==> src/rtl/act_feeder_if.sv <==
// DDR read-command/data channel plus the activation stream toward the DNN.
// The master modport is the feeder's side.
interface act_feeder_if #(
    parameter int DATA_W = 128
);
    logic              rd_req_o;
    logic [23:0]       rd_addr_o;
    logic              rd_req_ack_i;
    logic [DATA_W-1:0] rd_data_i;
    logic              rd_data_valid_i;
    logic [DATA_W-1:0] act_o;
    logic              act_valid_o;
    logic              act_ready_i;

    modport master (
        output rd_req_o, rd_addr_o, act_o, act_valid_o,
        input  rd_req_ack_i, rd_data_i, rd_data_valid_i, act_ready_i
    );

    modport slave (
        input  rd_req_o, rd_addr_o, act_o, act_valid_o,
        output rd_req_ack_i, rd_data_i, rd_data_valid_i, act_ready_i
    );
endinterface

==> src/rtl/act_feeder.sv <==
// Fetches NUM_BEATS DDR beats per run and streams them to the DNN through a
// first-word-fall-through FIFO; requests are credit-limited so the FIFO cannot overflow.
module act_feeder #(
    parameter int DATA_W    = 128,
    parameter int DEPTH     = 16,
    parameter int NUM_BEATS = 16384,
    parameter int ADDR_STEP = 8
) (
    input  logic         clk,
    input  logic         rstn,
    input  logic         start_i,
    act_feeder_if.master bus,
    output logic         done_o,
    output logic         ovf_o
);
    localparam int CW = $clog2(NUM_BEATS) + 1;
    localparam int FW = $clog2(DEPTH) + 1;
    localparam int PW = $clog2(DEPTH);
    localparam int SW = CW + FW + 2;

    typedef enum logic [1:0] {IDLE, REQ, DRAIN, DONE} state_t;

    state_t             r_state;
    state_t             w_next;
    logic [CW-1:0]      r_req_cnt;
    logic [CW-1:0]      r_rcv_cnt;
    logic [FW-1:0]      r_fifo_cnt;
    logic [PW-1:0]      r_wr_ptr;
    logic [PW-1:0]      r_rd_ptr;
    logic [23:0]        r_addr;
    logic               r_ovf;
    logic [DATA_W-1:0]  r_mem [DEPTH];

    logic               w_start;
    logic               w_accept;
    logic               w_push;
    logic               w_pop;
    logic               w_full;
    logic               w_rd_req;
    logic signed [SW-1:0] w_credit;

    // Outstanding requests can go negative when stray beats arrive, so credit is signed.
    assign w_credit = SW'(DEPTH) - SW'(r_fifo_cnt) - (SW'(r_req_cnt) - SW'(r_rcv_cnt));
    assign w_start  = (r_state == IDLE) && start_i;
    assign w_accept = w_rd_req && bus.rd_req_ack_i;
    assign w_full   = (r_fifo_cnt == FW'(DEPTH));
    assign w_pop    = (r_fifo_cnt != '0) && bus.act_ready_i;
    assign w_push   = bus.rd_data_valid_i && (!w_full || w_pop);

    assign bus.rd_req_o    = w_rd_req;
    assign bus.rd_addr_o   = r_addr;
    assign bus.act_valid_o = (r_fifo_cnt != '0);
    assign bus.act_o       = r_mem[r_rd_ptr];
    assign ovf_o           = r_ovf;

    always_ff @(posedge clk) begin
        if (!rstn) r_state <= IDLE;
        else       r_state <= w_next;
    end

    always_comb begin
        w_next = r_state;
        case (r_state)
            IDLE:  if (start_i) w_next = REQ;
            REQ:   if (w_accept && r_req_cnt == CW'(NUM_BEATS - 1)) w_next = DRAIN;
            DRAIN: if (r_rcv_cnt == CW'(NUM_BEATS) && r_fifo_cnt == '0) w_next = DONE;
            DONE:  w_next = IDLE;
            default: w_next = IDLE;
        endcase
    end

    always_comb begin
        w_rd_req = 1'b0;
        done_o   = 1'b0;
        case (r_state)
            REQ:  w_rd_req = !w_credit[SW-1] && (w_credit != '0) && (r_req_cnt < CW'(NUM_BEATS));
            DONE: done_o   = 1'b1;
            default: ;
        endcase
    end

    // Beats are counted even in IDLE so in-flight data after an abort is still accounted.
    always_ff @(posedge clk) begin
        if (!rstn) begin
            r_req_cnt <= '0;
            r_rcv_cnt <= '0;
            r_addr    <= '0;
        end else if (w_start) begin
            r_req_cnt <= '0;
            r_rcv_cnt <= '0;
            r_addr    <= '0;
        end else begin
            if (w_accept) begin
                r_req_cnt <= r_req_cnt + CW'(1);
                r_addr    <= r_addr + 24'(ADDR_STEP);
            end
            if (bus.rd_data_valid_i) r_rcv_cnt <= r_rcv_cnt + CW'(1);
        end
    end

    always_ff @(posedge clk) begin
        if (!rstn) begin
            r_wr_ptr   <= '0;
            r_rd_ptr   <= '0;
            r_fifo_cnt <= '0;
            r_ovf      <= 1'b0;
        end else begin
            if (w_push) r_wr_ptr <= r_wr_ptr + PW'(1);
            if (w_pop)  r_rd_ptr <= r_rd_ptr + PW'(1);
            case ({w_push, w_pop})
                2'b10:   r_fifo_cnt <= r_fifo_cnt + FW'(1);
                2'b01:   r_fifo_cnt <= r_fifo_cnt - FW'(1);
                default: ;
            endcase
            if (bus.rd_data_valid_i && w_full && !w_pop) r_ovf <= 1'b1;
        end
    end

    always_ff @(posedge clk) begin
        if (w_push) r_mem[r_wr_ptr] <= bus.rd_data_i;
    end
endmodule

==> src/flat_wrapper.sv <==
// flat-port wrapper written by rule: the top's interface ports become plain ports
module act_feeder_flat 
#(
    parameter int DATA_W    = 128,
    parameter int DEPTH     = 16,
    parameter int NUM_BEATS = 16384,
    parameter int ADDR_STEP = 8
)
  (clk, rstn, start_i, done_o, ovf_o, bus_rd_req_o, bus_rd_addr_o, bus_act_o, bus_act_valid_o, bus_rd_req_ack_i, bus_rd_data_i, bus_rd_data_valid_i, bus_act_ready_i);
  act_feeder_if #(.DATA_W(DATA_W)) bus_i ();
  input  logic clk;
  input  logic rstn;
  input  logic start_i;
  output logic done_o;
  output logic ovf_o;
  output wire logic [$bits(bus_i.rd_req_o)-1:0] bus_rd_req_o;
  output wire logic [$bits(bus_i.rd_addr_o)-1:0] bus_rd_addr_o;
  output wire logic [$bits(bus_i.act_o)-1:0] bus_act_o;
  output wire logic [$bits(bus_i.act_valid_o)-1:0] bus_act_valid_o;
  input wire logic [$bits(bus_i.rd_req_ack_i)-1:0] bus_rd_req_ack_i;
  input wire logic [$bits(bus_i.rd_data_i)-1:0] bus_rd_data_i;
  input wire logic [$bits(bus_i.rd_data_valid_i)-1:0] bus_rd_data_valid_i;
  input wire logic [$bits(bus_i.act_ready_i)-1:0] bus_act_ready_i;
  assign bus_rd_req_o = bus_i.rd_req_o;
  assign bus_rd_addr_o = bus_i.rd_addr_o;
  assign bus_act_o = bus_i.act_o;
  assign bus_act_valid_o = bus_i.act_valid_o;
  assign bus_i.rd_req_ack_i = bus_rd_req_ack_i;
  assign bus_i.rd_data_i = bus_rd_data_i;
  assign bus_i.rd_data_valid_i = bus_rd_data_valid_i;
  assign bus_i.act_ready_i = bus_act_ready_i;
  act_feeder #(.DATA_W(DATA_W), .DEPTH(DEPTH), .NUM_BEATS(NUM_BEATS), .ADDR_STEP(ADDR_STEP)) u_core (.clk(clk), .rstn(rstn), .start_i(start_i), .bus(bus_i), .done_o(done_o), .ovf_o(ovf_o));
endmodule
==> config.mk <==
export PLATFORM = sky130hd
export DESIGN_NAME = act_feeder_flat
export DESIGN_NICKNAME = d
export VERILOG_FILES = /design/src/rtl/act_feeder_if.sv /design/src/rtl/act_feeder.sv /design/src/flat_wrapper.sv
export SDC_FILE = /design/constraint.sdc
export NUM_CORES = 2
export LEC_CHECK = 0
export ABC_AREA = 1
export CORE_UTILIZATION = 45
export CTS_CLUSTER_SIZE = 12
export DETAILED_ROUTE_END_ITERATION = 16
export SYNTH_ARGS = -nofsm -noshare
export SYNTH_HDL_FRONTEND = slang
export SYNTH_SLANG_ARGS = --single-unit
==> constraint.sdc <==
create_clock -name clk -period 11.3 [get_ports clk]
set_input_delay 3.39 -clock clk [delete_from_list [all_inputs] [get_ports clk]]
set_output_delay 3.39 -clock clk [all_outputs]
set_load 0.05 [all_outputs]
## Yosys cells after proc, flatten, opt, wreduce, memory -nomap -nowiden

Memories as Yosys holds them, arrays and structs flattened. A register that Yosys moved wholly into a read port is not among the register bits.
Cells that the tools add are included.

| storage, ports and cells | value |
|---|---|
| register bits | 70 |
| memories | 1 |
| word-level logic and storage cells | 64 |
| memory bits (writable) | 2048 |
| output and inout bits | 156 |

Memories:

| name | words | width | rd ports | clocked after memory_dff | wr ports | line | text |
|---|---|---|---|---|---|---|---|
| u_core.r_mem | 16 | 128 | 1 | 1 | 1 | act_feeder.sv:32 | `logic [DATA_W-1:0] r_mem [DEPTH];` |

| operators by class | value |
|---|---|
| reductions and logical operators | 21 |
| $add $sub $neg | 10 |
| equal/unequal tests | 11 |
| magnitude comparators | 1 |
| bitwise operators | 1 |
| muxes and demuxes | 11 |

Operators with widths:

| cell | count |
|---|---|
| $add 15x1->15 const B | 2 |
| $add 24x4->24 const B | 1 |
| $reduce_bool 22->1 | 1 |
| $sub 22x22->22 | 1 |
| $sub 15x15->16 | 1 |
| $eq 15x14->1 const B | 1 |
| $eq 15x15->1 const B | 1 |
| $lt 15x15->1 const B | 1 |
| $logic_and 1x1->1 | 10 |
| $pmux 5 s2 | 1 |
| $add 4x1->4 const B | 2 |
| $mux 4 | 2 |
| $pmux 2 s4 | 1 |
| $eq 2x2->1 const B | 3 |
| $mux 2 | 3 |
| $sub 5x5->6 const A | 1 |
| $add 5x1->5 const B | 1 |
| $eq 5x5->1 const B | 1 |
| $logic_not 5->1 | 1 |
| $reduce_bool 5->1 | 1 |
| $sub 5x1->5 const B | 1 |
| $eq 2x1->1 const B | 2 |
| $mux 1 | 4 |
| $ne 2x1->1 const B | 2 |
| 8 further kinds | 10 |

## Logic depth before layout (Yosys ltp)

| depth | value |
|---|---|
| word-level depth | 10 |
| mapped depth | 31 |
| gate-level depth less buffers | 30 |

## Least setup slack after synthesis

No wires, ideal clock.

| path | value |
|---|---|
| path kind | input port to flip-flop |
| start | input port bus_act_ready_i |
| end | memory u_core.r_mem[11][0], enable pin |
| setup time | 616 ps |
| stages on the path | 6 |
| path slack | 1254 ps |
| arrival | 9430 ps |
| data required time | 10684 ps |
| path through | nand2_1 > a21oi_1 > inv_1 > nor2_1 > nand2_1 > nor2_1 |

| between the ends | value |
|---|---|
| longest elaborated chain between the ends | 5 |

RTL lines:

| element | line | text |
|---|---|---|
| start, declared | flat_wrapper.sv:23 | `input wire logic [$bits(bus_i.act_ready_i)-1:0] bus_act_ready_i;` |
| $logic_and 1x1->1 | act_feeder.sv:47 | `assign w_pop = (r_fifo_cnt != '0) && bus.act_ready_i;` |
| $logic_or 1x1->1 | act_feeder.sv:48 | `assign w_push = bus.rd_data_valid_i && (!w_full \|\| w_pop);` |
| $logic_and 1x1->1 | act_feeder.sv:48 |  |
| $mux 1 | act_feeder.sv:120 | `if (w_push) r_mem[r_wr_ptr] <= bus.rd_data_i;` |
| $mux 1 (not written as such) | act_feeder.sv:120 |  |
| end, declared | act_feeder.sv:32 |  |

No other way between the ends.

==> flow_metrics.env <==
export IMPL_run_status="finished, final reports clean"
export IMPL_detailroute_via_count=53200
export IMPL_cts_sinks=2119
export IMPL_core_area_sq_mm=0.185
export IMPL_tritoncts="built"
export IMPL_max_rail_drop_vdd_uv=200
export IMPL_cts_hold_repair_buffers=0
export IMPL_crit_fanout=236
export IMPL_max_slew_margin_pct=14.2
export IMPL_ios=290
export IMPL_initial_core_util_pct=45.3
export IMPL_cp_arrival_ps=5520
export IMPL_synth_area_top_cells="sky130_fd_sc_hd__edfxtp_1 73%, sky130_fd_sc_hd__o21ai_0 6.9%, sky130_fd_sc_hd__nor2_1 5.3%"
export IMPL_remaining_drc_errors=0
export IMPL_post_dp_hpwl_mm=105
export IMPL_fp_dieArea_sq_mm=0.188
export IMPL_drt_pass1_iterations=6
export IMPL_static_leakage_power_nw=30.5
export IMPL_timing_worst_setup_path_type="flip-flop to output port"
export IMPL_post_layout_nonfiller_instances=9154
export IMPL_synth_largest_type_area_fraction_pct=73.3
export IMPL_synth_yosys_seq_area_share_pct=75.0
export IMPL_final_setup_tns_ps=0
export IMPL_mostFrequentLayoutCells="2048 x sky130_fd_sc_hd__edfxtp_1, 1180 x sky130_fd_sc_hd__nor2_1, 1160 x sky130_fd_sc_hd__o21ai_0"
export IMPL_detail_route_wl_per_cell_um=24.3
export IMPL_layout_nets=6699
export IMPL_dieHeight_um=434
export IMPL_detail_route_iter0_violations=5222
export IMPL_routabilityCongestion=0.801
export IMPL_post_synth_cell_area_avg_sq_um=13.2
export IMPL_timing_reg2reg_setup_slack_ps=6370
export IMPL_grt_util_all_layers_pct=23.3
export IMPL_p_per_area_mw_per_mm2=227
export IMPL_cp_required_ps=7910
export IMPL_first_global_vias=51000
export IMPL_post_route_worst_setup_slack_ps=2390
export IMPL_cts_root_to_sink_buffers=3
export IMPL_synth_edff_count=2048
export IMPL_slew_at_the_pin_closest_to_its_max_slew_limit_ps=1290
export IMPL_drt_antenna_violating_nets=0
export IMPL_wirelength_mm=223
export IMPL_synthDominantAreaCellType="sky130_fd_sc_hd__edfxtp_1"
export IMPL_endpoint_kind="output port"
export IMPL_synth_cell_area_sq_mm=0.0839
export IMPL_grt_setup_unrepaired="no"
export IMPL_fin_worst_skew_ps=56.0
export IMPL_worst_hold_path_type="flip-flop to flip-flop"
export IMPL_detail_routed_via_count_per_cell=5.81
export IMPL_yosysUniqueCellTypes=47
export IMPL_post_synth_inst_count=6368
export IMPL_htree_num_levels=4
export IMPL_layout_commonest_cell="sky130_fd_sc_hd__edfxtp_1"
export IMPL_layout_drive_gt1_share_pct=5.53
export IMPL_ys_flop_type="sky130_fd_sc_hd__edfxtp_1"
export IMPL_setup_viol=0
export IMPL_clock_tree_root_cell="sky130_fd_sc_hd__clkbuf_16"
export IMPL_ys_seq_elements=2119
export IMPL_grt_ovfl_total=0
export IMPL_grt_start_max_net_pins=237
export IMPL_final_min_clock_period_ps=8910
export IMPL_cts_inserted_buffers=217
export IMPL_dieWidth_um=434
export IMPL_place_detailed_instances=8771
export IMPL_cts_resized=0
export IMPL_synthToLayoutAreaGrowth_pct=13.8
export IMPL_hold_viol=0
export IMPL_num_rows=158
export IMPL_antenna_found_initial=35
export IMPL_post_cts_buffers=0
export IMPL_final_max_slew_viol_count=0
export IMPL_cap_viol_max_count=0
export IMPL_min_period_over_period_pct=78.8
export IMPL_clkLatencyLatePin_ps=860
export IMPL_io_buffers=286
export IMPL_crit_path_start_kind="flip-flop"
export IMPL_yosysWarningCount=0
export IMPL_clkTransAtPathRegs_ps=60
export IMPL_async_set_reset_flop_share_out_of_synthesis_pct=0
export IMPL_dpl_worst_slack_ps=3350
export IMPL_grt_first_pass_wirelength_mm=327
export IMPL_maxClockFrequency_mhz=112
[layer usage]
layer  global-route usage (%)  vias up  wire (um)
met2                     38.6     1741     108000
met3                     3.94      360      14400
li1                         -    24200          -
met4                     8.09       34       6260
met1                     31.1    26800      93700
met5                        0        -        218
[cell families after synthesis]
logic type | Yosys count | synth area share [%]
fa+ha+maj | 55 | 0.847
mux | 11 | 0.131
buf+inv | 591 | 2.71
compound gates | 1888 | 13.1
xor+xnor | 35 | 0.365
other cells | 1 | 0.00447
flops | 2119 | 75.0
simple gates | 1668 | 7.85
[cell usage after synthesis, types with 2 or more instances]
master / count
sky130_fd_sc_hd__edfxtp_1: 2048
sky130_fd_sc_hd__nor2_1: 1196
sky130_fd_sc_hd__o21ai_0: 1160
sky130_fd_sc_hd__clkbuf_1: 397
sky130_fd_sc_hd__o22ai_1: 307
sky130_fd_sc_hd__nand2_1: 278
sky130_fd_sc_hd__o221ai_1: 248
sky130_fd_sc_hd__inv_1: 149
sky130_fd_sc_hd__nand3_1: 118
sky130_fd_sc_hd__a21oi_1: 75
sky130_fd_sc_hd__dfxtp_1: 71
sky130_fd_sc_hd__o211ai_1: 70
sky130_fd_sc_hd__ha_1: 52
sky130_fd_sc_hd__nor3_1: 30
sky130_fd_sc_hd__buf_1: 23
sky130_fd_sc_hd__xnor2_1: 21
sky130_fd_sc_hd__nand4_1: 16
sky130_fd_sc_hd__xor2_1: 14
sky130_fd_sc_hd__nor4_1: 12
sky130_fd_sc_hd__mux2i_1: 11
sky130_fd_sc_hd__buf_2: 10
sky130_fd_sc_hd__buf_4: 6
sky130_fd_sc_hd__o32ai_1: 6
sky130_fd_sc_hd__and3_1: 5
sky130_fd_sc_hd__a31oi_1: 4
sky130_fd_sc_hd__o31ai_1: 4
sky130_fd_sc_hd__a21oi_2: 3
sky130_fd_sc_hd__buf_6: 3
sky130_fd_sc_hd__fa_1: 3
sky130_fd_sc_hd__nand3_2: 3
sky130_fd_sc_hd__nor3b_1: 3
sky130_fd_sc_hd__o21bai_1: 3
sky130_fd_sc_hd__a21o_1: 2
sky130_fd_sc_hd__and2_1: 2
sky130_fd_sc_hd__inv_2: 2
sky130_fd_sc_hd__o21ai_1: 2
[flip-flops by register name, summed over array words and instances (netlist names), named ones only]
register and count:
u_core.bus.rd_addr_o 21, u_core.ovf_o 1, u_core.r_fifo_cnt 5, u_core.r_mem 2048, u_core.r_rcv_cnt 15, u_core.r_rd_ptr 4, u_core.r_req_cnt 15, u_core.r_state 2
u_core.r_wr_ptr 4
[worst max-delay path: stages, from the launching register on]
cell and delay [ps]:
sky130_fd_sc_hd__dfxtp_4 820, sky130_fd_sc_hd__buf_12 570, sky130_fd_sc_hd__buf_12 650, sky130_fd_sc_hd__o21ai_0 220
sky130_fd_sc_hd__o22ai_1 200, sky130_fd_sc_hd__o21ai_0 80, sky130_fd_sc_hd__o21ai_0 580, sky130_fd_sc_hd__clkdlybuf4s50_1 940
[layout make-up]
class / count / area, sq um
Antenna cell: 16 / 40.0
Sequential cell: 2119 / 62900
Clock inverter: 81 / 643
Fill cell: 15700 / 89900
Clock buffer: 286 / 5710
Multi-Input combinational cell: 3660 / 18900
Inverter: 152 / 598
Timing Repair Buffer: 360 / 3660
Tap cell: 2480 / 3100
[path summary, 6_finish.rpt]
| kind | from | cells after the start | to |
|---|---|---|---|
| worst max-delay path | flip-flop | 7 | bus_act_o[108] |
| worst min-delay path | u_core.r_rd_ptr[2] | 2 | flip-flop |
| worst max register to register | u_core.r_req_cnt[0] | 29 | u_core.bus.rd_addr_o[11] |
| worst min register to register | u_core.r_rd_ptr[2] | 2 | flip-flop |
[where the power goes]
group / switching, mW / internal (mW) / total [mW]
clock network: 2.94 / 3.58 / 6.52
registers: 0.103 / 8.80 / 8.90
logic: 4.40 / 1.84 / 6.24
[through the flow]
stage | area, sq um | utilization [%] | total power [mW] | hold WS [ps]
after floorplan | 83900 | - | 13.3 | 455
after global placement | 89200 | 48.1 | 15.2 | 472
after detailed placement | 89200 | 48.1 | 15.3 | 476
after CTS | 95500 | 51.5 | 21.8 | 481
after global routing | 95500 | 51.5 | 22.7 | 518
final | 95600 | 51.5 | 21.7 | 481
No activity file was read; power rests on OpenSTA's default activity.
